## config.mk

```make
export PLATFORM = sky130hd
export DESIGN_NAME = serial_rx194
export DESIGN_NICKNAME = d
export VERILOG_FILES = /design/src/rtl/serial_rx194_pkg.sv /design/src/rtl/serial_rx194_rx_shift_core.sv /design/src/rtl/serial_rx194.sv
export SDC_FILE = /design/constraint.sdc
export NUM_CORES = 1
export LEC_CHECK = 0
export CORE_AREA = 2 2 57 59
export CTS_CLUSTER_DIAMETER = 200
export DETAILED_ROUTE_END_ITERATION = 12
export DIE_AREA = 0 0 59 61
export HOLD_SLACK_MARGIN = 0.1
export SYNTH_ARGS = -nofsm -noshare
export SYNTH_HDL_FRONTEND = slang
export SYNTH_SLANG_ARGS = --single-unit
```

## constraint.sdc

```tcl
create_clock -name CP -period 3 [get_ports CP]
set_input_delay 0.3 -clock CP [delete_from_list [all_inputs] [get_ports CP]]
set_output_delay 0.3 -clock CP [all_outputs]
set_load 0.02 [all_outputs]
```

## src/rtl/serial_rx194_pkg.sv

```systemverilog
// serial_rx194_pkg: shared types and constants for the serial frame receiver.
//   state_e        receiver FSM states (IDLE, DATA, STOP)
//   DIR_*          bit-order encodings for the DIR input
//   LINE_IDLE      idle serial line level
//   START_BIT      level that marks a start bit
//   STOP_BIT       level expected in the stop-bit slot
package serial_rx194_pkg;

   typedef enum logic [1:0] {
      IDLE = 2'd0,
      DATA = 2'd1,
      STOP = 2'd2
   } state_e;

   localparam logic DIR_MSB_FIRST = 1'b0;
   localparam logic DIR_LSB_FIRST = 1'b1;

   localparam logic LINE_IDLE = 1'b1;
   localparam logic START_BIT = 1'b0;
   localparam logic STOP_BIT  = 1'b1;

endpackage

```

## src/rtl/serial_rx194_rx_shift_core.sv

```systemverilog
// rx_shift_core: direction-selectable serial-in shift register with a bit counter.
//   clk_i    clock, rising edge
//   rst_ni   asynchronous active-low reset
//   clr_i    clear the bit counter (start of a new frame)
//   shift_i  shift sin_i into the register and advance the counter
//   dir_i    bit order: DIR_MSB_FIRST shifts left, DIR_LSB_FIRST shifts right
//   sin_i    serial data bit
//   shreg_o  current shift register contents
//   last_o   high while the counter points at the final data bit
module rx_shift_core
   import serial_rx194_pkg::*;
#(
   parameter int unsigned Width = 4
) (
   input  logic             clk_i,
   input  logic             rst_ni,
   input  logic             clr_i,
   input  logic             shift_i,
   input  logic             dir_i,
   input  logic             sin_i,
   output logic [Width-1:0] shreg_o,
   output logic             last_o
);

   localparam int unsigned CntW = $clog2(Width);

   logic [Width-1:0] shreg_q, shreg_d;
   logic [CntW-1:0]  cnt_q, cnt_d;

   assign last_o  = (cnt_q == CntW'(Width - 1));
   assign shreg_o = shreg_q;

   always_comb begin
      shreg_d = shreg_q;
      cnt_d   = cnt_q;
      if (clr_i) begin
         cnt_d = '0;
      end else if (shift_i) begin
         if (dir_i == DIR_LSB_FIRST) begin
            shreg_d = {sin_i, shreg_q[Width-1:1]};
         end else begin
            shreg_d = {shreg_q[Width-2:0], sin_i};
         end
         // Hold on the last bit so the counter never wraps inside a frame.
         if (!last_o) begin
            cnt_d = cnt_q + 1'b1;
         end
      end
   end

   always_ff @(posedge clk_i or negedge rst_ni) begin
      if (!rst_ni) begin
         shreg_q <= '0;
         cnt_q   <= '0;
      end else begin
         shreg_q <= shreg_d;
         cnt_q   <= cnt_d;
      end
   end

endmodule

```

## src/rtl/serial_rx194.sv

```systemverilog
// serial_rx194: serial frame receiver (start bit, WIDTH data bits, stop bit).
//   CP    clock, rising edge
//   CR    asynchronous active-low clear
//   SEN   bit strobe; SIN is sampled only when SEN=1
//   SIN   serial data, idle level 1
//   DIR   bit order, latched at the start bit (0 = MSB first, 1 = LSB first)
//   Q     last correctly framed word
//   QV    one-cycle pulse when Q is updated
//   FERR  one-cycle pulse on a stop-bit error
//   BUSY  high from the accepted start bit until the stop bit is sampled
module serial_rx194
   import serial_rx194_pkg::*;
#(
   parameter int unsigned WIDTH = 4
) (
   input  logic             CP,
   input  logic             CR,
   input  logic             SEN,
   input  logic             SIN,
   input  logic             DIR,
   output logic [WIDTH-1:0] Q,
   output logic             QV,
   output logic             FERR,
   output logic             BUSY
);

   state_e           state_q, state_d;
   logic             dir_q, dir_d;
   logic [WIDTH-1:0] q_q, q_d;
   logic             qv_q, qv_d;
   logic             ferr_q, ferr_d;
   logic             busy_q, busy_d;

   logic             start;
   logic             shift;
   logic             last;
   logic [WIDTH-1:0] shreg;

   assign start = (state_q == IDLE) && SEN && (SIN == START_BIT);
   assign shift = (state_q == DATA) && SEN;

   rx_shift_core #(
      .Width (WIDTH)
   ) u_core (
      .clk_i   (CP),
      .rst_ni  (CR),
      .clr_i   (start),
      .shift_i (shift),
      .dir_i   (dir_q),
      .sin_i   (SIN),
      .shreg_o (shreg),
      .last_o  (last)
   );

   // State register.
   always_ff @(posedge CP or negedge CR) begin
      if (!CR) begin
         state_q <= IDLE;
      end else begin
         state_q <= state_d;
      end
   end

   // Next-state logic.
   always_comb begin
      state_d = state_q;
      unique case (state_q)
         IDLE: if (start) state_d = DATA;
         DATA: if (SEN && last) state_d = STOP;
         // A 0 in the stop slot is an error, never a new start bit.
         STOP: if (SEN) state_d = IDLE;
         default: state_d = IDLE;
      endcase
   end

   // Output next-state logic; every output is registered.
   always_comb begin
      dir_d  = dir_q;
      q_d    = q_q;
      qv_d   = 1'b0;
      ferr_d = 1'b0;
      busy_d = busy_q;
      unique case (state_q)
         IDLE: begin
            if (start) begin
               dir_d  = DIR;
               busy_d = 1'b1;
            end
         end
         DATA: ;
         STOP: begin
            if (SEN) begin
               busy_d = 1'b0;
               if (SIN == STOP_BIT) begin
                  q_d  = shreg;
                  qv_d = 1'b1;
               end else begin
                  ferr_d = 1'b1;
               end
            end
         end
         default: busy_d = 1'b0;
      endcase
   end

   always_ff @(posedge CP or negedge CR) begin
      if (!CR) begin
         dir_q  <= DIR_MSB_FIRST;
         q_q    <= '0;
         qv_q   <= 1'b0;
         ferr_q <= 1'b0;
         busy_q <= 1'b0;
      end else begin
         dir_q  <= dir_d;
         q_q    <= q_d;
         qv_q   <= qv_d;
         ferr_q <= ferr_d;
         busy_q <= busy_d;
      end
   end

   assign Q    = q_q;
   assign QV   = qv_q;
   assign FERR = ferr_q;
   assign BUSY = busy_q;

endmodule
```

==> results.py, run 1 <==
metrics = {
    "worst_setup_path": {
        "r2r_cells": 3,
        "crit_type": "register to output port",
        "crit_chain": "clkdlybuf4s50_1",
        "setup.worst_path.end_class": "output port",
        "critPathBufInv": 1,
        "crit_cells": 1,
        "cpLargestDelayFamily": "buffers and inverters",
        "worstPathRequired_ns": 2.70,
        "critPathSlowestCell": "clkdlybuf4s50_1",
        "arrival_ns": 1.24,
        "cp_max_fo": 2,
        "startpoint_type": "register",
        "max_stage_delay_ns": 0.60,
    },
    "cts": {
        "cts.sinks": 16,
        "clk_path_buf_depth": 2,
        "ctsHoldBuffers": 0,
        "cts_root_buffer": "clkbuf_4",
        "cts_resized": 0,
        "clock_latency_ns": 0.28,
        "cts_setup_buffers": 0,
        "cts_tree": "yes",
        "htreeDepth": 1,
        "cts-buffers-inserted": 3,
        "cts.clk_slew.worst_paths_ns": 0.09,
    },
    "synth": {
        "yosysTopAreaCell": "dfrtp_1",
        "syn-num-nets": 64,
        "syn_area_um2": 743,
        "ys_top_cells_by_area": "dfrtp_1 54%, mux2_2 7.6%, mux2i_1 5.4%, o21ai_0 4.0%, nand4b_4 3.2%",
        "ys_seq_elements": 16,
        "synth_top_area_share_pct": 53.9,
        "postSynthCellCount": 58,
        "synth_cell_types": 24,
        "ys_seq_area_share_pct": 53.9,
        "synth_warnings": 0,
        "avgSynthCellArea_um2": 12.8,
    },
    "place": {
        "dpl.cell_count": 98,
        "dp_slack_ns": 1.24,
        "port_buffers": 11,
        "dp_hpwl_um": 870,
        "globalplace.congestion": 0.751,
    },
    "grt": {
        "grt.total_usage_pct": 7.17,
        "grt_max_degree": 17,
        "antenna_found_initial": 0,
        "grt_pass1_vias": 398,
        "grt_pass1_wl_mm": 1.85,
        "gr-total-overflow": 0,
    },
    "sta": {
        "max_slew_margin_pct": 53.8,
        "finalSetupViolCount": 0,
        "rsz0062_at_grt": "no",
        "skew_ns": 0.000615,
        "timing.final.ws_setup_ns": 1.46,
        "tns_ns": 0,
        "drv_slew": 0,
        "period_needed_ns": 1.54,
        "max_freq_mhz": 651,
        "worst_pin_slew_ns": 0.691,
        "finalCritPeriodShare_pct": 51.2,
        "hold_viol": 0,
    },
    "drt": {
        "first_pass_iters": 4,
        "wl_mm": 1.16,
        "vias_per_cell": 4.45,
        "vias": 454,
        "drc": 0,
        "drt_iter0_drc": 3,
        "wl_per_cell_um": 11.3,
        "postRouteAntennaNets": 0,
    },
    "run_status": {
        "outcome": "complete, no violations",
    },
    "finish": {
        "num_antenna_cells": 0,
        "fin_nets": 76,
        "drive_above_1_share_pct": 20.3,
        "instances_no_fill": 102,
        "area_delta_synth_final_pct": 20.7,
    },
    "power_and_ir_drop": {
        "seqPwrFrac_pct": 49.3,
        "power_frac_comb_pct": 32.2,
        "vdd_drop_max_v": 0.000151,
        "powerDensity_nw_per_um2": 832,
        "leakage_uw": 0.000408,
        "clkPwrFrac_pct": 18.6,
        "internal-power_uw": 499,
        "switching_share_pct": 33.1,
        "p_sw_uw": 248,
    },
    "die": {
        "dieArea_um2": 3600,
        "fp-row-count": 20,
        "initial_utilization_pct": 25.2,
        "coreArea_um2": 2950,
        "dieHeight_um": 61,
        "die_x_um": 59,
        "io_pins": 12,
    },
    "worst_hold_path": {
        "worstHoldPathType": "primary input to asynchronous set/reset pin",
    },
    "run": {
        "cap_violations": 0,
    },
}
flip-flops by register name, indices dropped and copies added (netlist names):
register	flops
dir_q	1
Q	4
u_core.shreg_o	4
QV	1
u_core.cnt_q	2
state_q	2
BUSY	1
FERR	1
synth_stat cells, drive strengths merged:
cell / count
dfrtp: 16
nand3b: 1
o22a: 1
ha: 1
nor2b: 1
xnor2: 1
mux2i: 4
nand2: 5
o22ai: 1
nand2b: 2
nor2: 2
and4bb: 1
nor3: 1
inv: 2
a21oi: 1
buf: 4
o21ai: 6
a311oi: 1
nand4b: 2
mux2: 5
power groups by stage:
stage,clock network [µW],logic [µW],registers (µW)
finish,139,240,368
global route,158,268,381
CTS,144,245,370
detailed placement,0,244,375
global placement,0,239,369
floorplan,0,198,353
per-stage QoR:
| stage | area, µm² | total power [µW] | utilization (%) | hold WS [ns] |
|---|---|---|---|---|
| 6_report | 897 | 747 | 30.4 | 0.432 |
| 5_1_grt | 897 | 807 | 30.4 | 0.482 |
| 4_1_cts | 897 | 758 | 30.4 | 0.456 |
| 3_5_place_dp | 861 | 619 | 29.2 | 0.495 |
| 3_3_place_gp | 861 | 608 | 29.2 | 0.491 |
| 2_1_floorplan | 743 | 551 | - | 0.00441 |
cells in the final DEF, fill, tap and decap left out:
cell type        synthesis  layout
dfrtp_1                 16      16
clkdlybuf4s50_1          0      11
o21ai_0                  6       6
nand2_1                  5       5
mux2_2                   5       5
mux2i_1                  4       4
clkbuf_4                 0       3
inv_1                    2       2
nor2_1                   2       2
nand4b_4                 1       1
nand2b_1                 1       1
nand2b_4                 1       1
and4bb_2                 1       1
nand3b_2                 1       1
nor3_4                   1       1
a21oi_1                  1       1
xnor2_1                  1       1
nor2b_1                  1       1
a311oi_1                 1       1
o22a_1                   1       1
o22ai_1                  1       1
nand4b_1                 1       1
ha_1                     1       1
clkbuf_8                 0       1
logic make-up (layout without fill, tap and decap cells):
family	after synthesis	in the layout	synth area share, %
compound gates	10	10	7.91
xor+xnor	1	1	1.18
fa+ha+maj	1	1	1.68
buf+inv	6	17	5.56
flops	16	16	53.9
mux	9	9	13.0
simple gates	15	15	16.8
layer usage:
| metal | part of all wire [%] | routed length [µm] | track usage [%] | up-vias |
|---|---|---|---|---|
| li1 | - | - | - | 227 |
| met1 | 43 | 500 | 8.87 | 219 |
| met2 | 53 | 609 | 11.0 | 6 |
| met3 | 1.9 | 22 | 1.92 | 2 |
| met4 | 2.2 | 25 | 4.87 | 0 |
| met5 | 0 | 0 | 0 | - |
area by class of cell:
class                   count  area, µm²
fillers                   319       2060
well taps                  33       41.3
flip-flops and latches     16        400
repair buffers             11        110
clock buffers               4       36.3
multi-input cells          36        302
inverters                   2       7.51
final timing paths:
kind / start / end / slack [ns]
max in group asynchronous: CR / u_core.cnt_q[0]$_DFFE_PN0P_ / 2.13
setup reg to reg: state_q[1]$_DFFE_PN0P_ / u_core.cnt_q[1]$_DFFE_PN0P_ / 1.72
hold / removal: CR / Q[2]$_DFFE_PN0P_ / 0.43
setup / recovery: Q[0]$_DFFE_PN0P_ / Q[0] / 1.46
hold reg to reg: Q[2]$_DFFE_PN0P_ / Q[2]$_DFFE_PN0P_ / 0.51
min in group CP: Q[2]$_DFFE_PN0P_ / Q[2]$_DFFE_PN0P_ / 0.51
Note: power is estimated with default switching activity, not from simulation.
==> inputs of run 2 (changes only) <==
==> constraint.sdc (replaced) <==
create_clock -name CP -period 1.5 [get_ports CP]
set_input_delay 0.15 -clock CP [delete_from_list [all_inputs] [get_ports CP]]
set_output_delay 0.15 -clock CP [all_outputs]
set_load 0.02 [all_outputs]
==> run 2 against run 1 <==
Net effect:
- non-clock buffer count is 6 higher
- setup slack worse by 1.4 ns
- flip-flop and latch count is the same
- core utilization grew 1.5 points
- critical endpoint is now Q[1]
==> results.py, run 2 (synthesized netlist as in run 1, its figures left out) <==
metrics = {
    "finish": {
        "fin_nets": 82,
        "drive_above_1_share_pct": 26.7,
        "layout_commonest_cell": "dfrtp_1",
        "num_antenna_cells": 0,
        "instances_no_fill": 108,
        "final_cell_mix": "16 x dfrtp_1, 11 x clkdlybuf4s50_1, 6 x o21ai_0, 6 x buf_4",
        "area_delta_synth_final_pct": 26.8,
    },
    "sta": {
        "timing.final.ws_setup_ns": 0.0788,
        "finalCritPeriodShare_pct": 94.7,
        "worst_pin_slew_ns": 0.378,
        "drv_slew": 0,
        "period_needed_ns": 1.42,
        "skew_ns": 0.00423,
        "hold_viol": 0,
        "max_slew_margin_pct": 74.8,
        "finalSetupViolCount": 0,
        "fin_hold_ws_ns": 0.164,
        "rsz0062_at_grt": "no",
        "max_freq_mhz": 704,
    },
    "worst_setup_path": {
        "critPathBufInv": 1,
        "max_stage_delay_ns": 0.61,
        "crit_chain": "clkdlybuf4s50_1",
        "critPathSlowestCell": "clkdlybuf4s50_1",
        "arrival_ns": 1.27,
        "startpoint_type": "register",
        "setup.worst_path.end_class": "output port",
        "cp_max_fo": 2,
        "cpLargestDelayFamily": "buffers and inverters",
        "worstPathRequired_ns": 1.35,
        "crit_type": "register to output port",
    },
    "power_and_ir_drop": {
        "leakage_uw": 0.000437,
        "vdd_drop_max_v": 0.000399,
        "powerDensity_nw_per_um2": 1620,
    },
    "die": {
        "die_x_um": 59,
        "initial_utilization_pct": 25.2,
        "dieArea_um2": 3600,
        "io_pins": 12,
        "fp-row-count": 20,
        "dieHeight_um": 61,
        "coreArea_um2": 2950,
    },
    "cts": {
        "cts.sinks": 16,
        "cts_tree": "yes",
        "cts_setup_buffers": 0,
        "clock_latency_ns": 0.29,
        "cts_root_buffer": "clkbuf_4",
        "cts_resized": 0,
        "ctsHoldBuffers": 0,
        "clk_path_buf_depth": 2,
        "cts-buffers-inserted": 3,
        "cts.clk_slew.worst_paths_ns": 0.10,
        "htreeDepth": 1,
    },
    "drt": {
        "vias": 477,
        "wl_mm": 1.31,
        "drc": 0,
        "vias_per_cell": 4.42,
        "postRouteAntennaNets": 0,
        "first_pass_iters": 3,
        "wl_per_cell_um": 12.1,
        "drt_iter0_drc": 4,
    },
    "grt": {
        "grt_busiest_layer": "met2",
        "use_met3_pct": 1.92,
        "grt_pass1_vias": 473,
        "grt.total_usage_pct": 8.66,
        "use_met2_pct": 12.4,
        "grt_pass1_wl_mm": 2.27,
        "grt_max_degree": 17,
        "gr-total-overflow": 0,
        "met1_usage_pct": 11.7,
        "antenna_found_initial": 0,
    },
    "place": {
        "globalplace.congestion": 0.717,
        "dp_slack_ns": -0.0195,
        "port_buffers": 11,
        "dp_hpwl_um": 994,
        "dpl.cell_count": 104,
    },
    "worst_hold_path": {
        "worstHoldPathType": "primary input to asynchronous set/reset pin",
    },
    "run": {
        "cap_violations": 0,
    },
    "run_status": {
        "outcome": "complete, no violations",
    },
}
run 2: metrics by stage:
step | util, % | setup TNS, ns | power [µW] | area [µm²]
4_1_cts | 31.9 | 0 | 1550 | 942
3_5_place_dp | 30.7 | -0.0598 | 1260 | 906
5_1_grt | 31.9 | 0 | 1640 | 942
6_report | 31.9 | 0 | 1530 | 942
2_1_floorplan | - | 0 | 1100 | 743
3_3_place_gp | 30.7 | 0 | 1230 | 906
run 2: worst paths after layout:
| path | startpoint | end | slack, ns | cells past startpoint |
|---|---|---|---|---|
| max | Q[1]$_DFFE_PN0P_ | Q[1] | 0.08 | 1 |
| min | CR | FERR$_DFF_PN0_ | 0.16 | 2 |
| max reg2reg | state_q[1]$_DFFE_PN0P_ | u_core.cnt_q[1]$_DFFE_PN0P_ | 0.24 | 3 |
| min reg2reg | Q[2]$_DFFE_PN0P_ | Q[2]$_DFFE_PN0P_ | 0.52 | 1 |
| max in group asynchronous | CR | QV$_DFF_PN0_ | 1.15 | 2 |
| min in group CP | DIR | dir_q$_DFFE_PN0P_ | 0.47 | 2 |
run 2: final cells by class:
| cell class | instances | area, µm² |
|---|---|---|
| clock buffers | 4 | 36.3 |
| repair buffers | 17 | 155 |
| flip-flops and latches | 16 | 400 |
| multi-input cells | 36 | 302 |
| fillers | 307 | 2010 |
| well taps | 33 | 41.3 |
| inverters | 2 | 7.51 |
run 2: where the power goes:
part           internal (µW)  switching (µW)  leakage (µW)
clock                    148             141     0.0000210
sequential               578             167      0.000206
combinational            284             210      0.000210
run 2: layer usage:
metal  share of wire (%)  wire [µm]
met2                  51        665
met4                 2.9         38
met3                 2.6         34
met1                  44        574
met5                   0          0
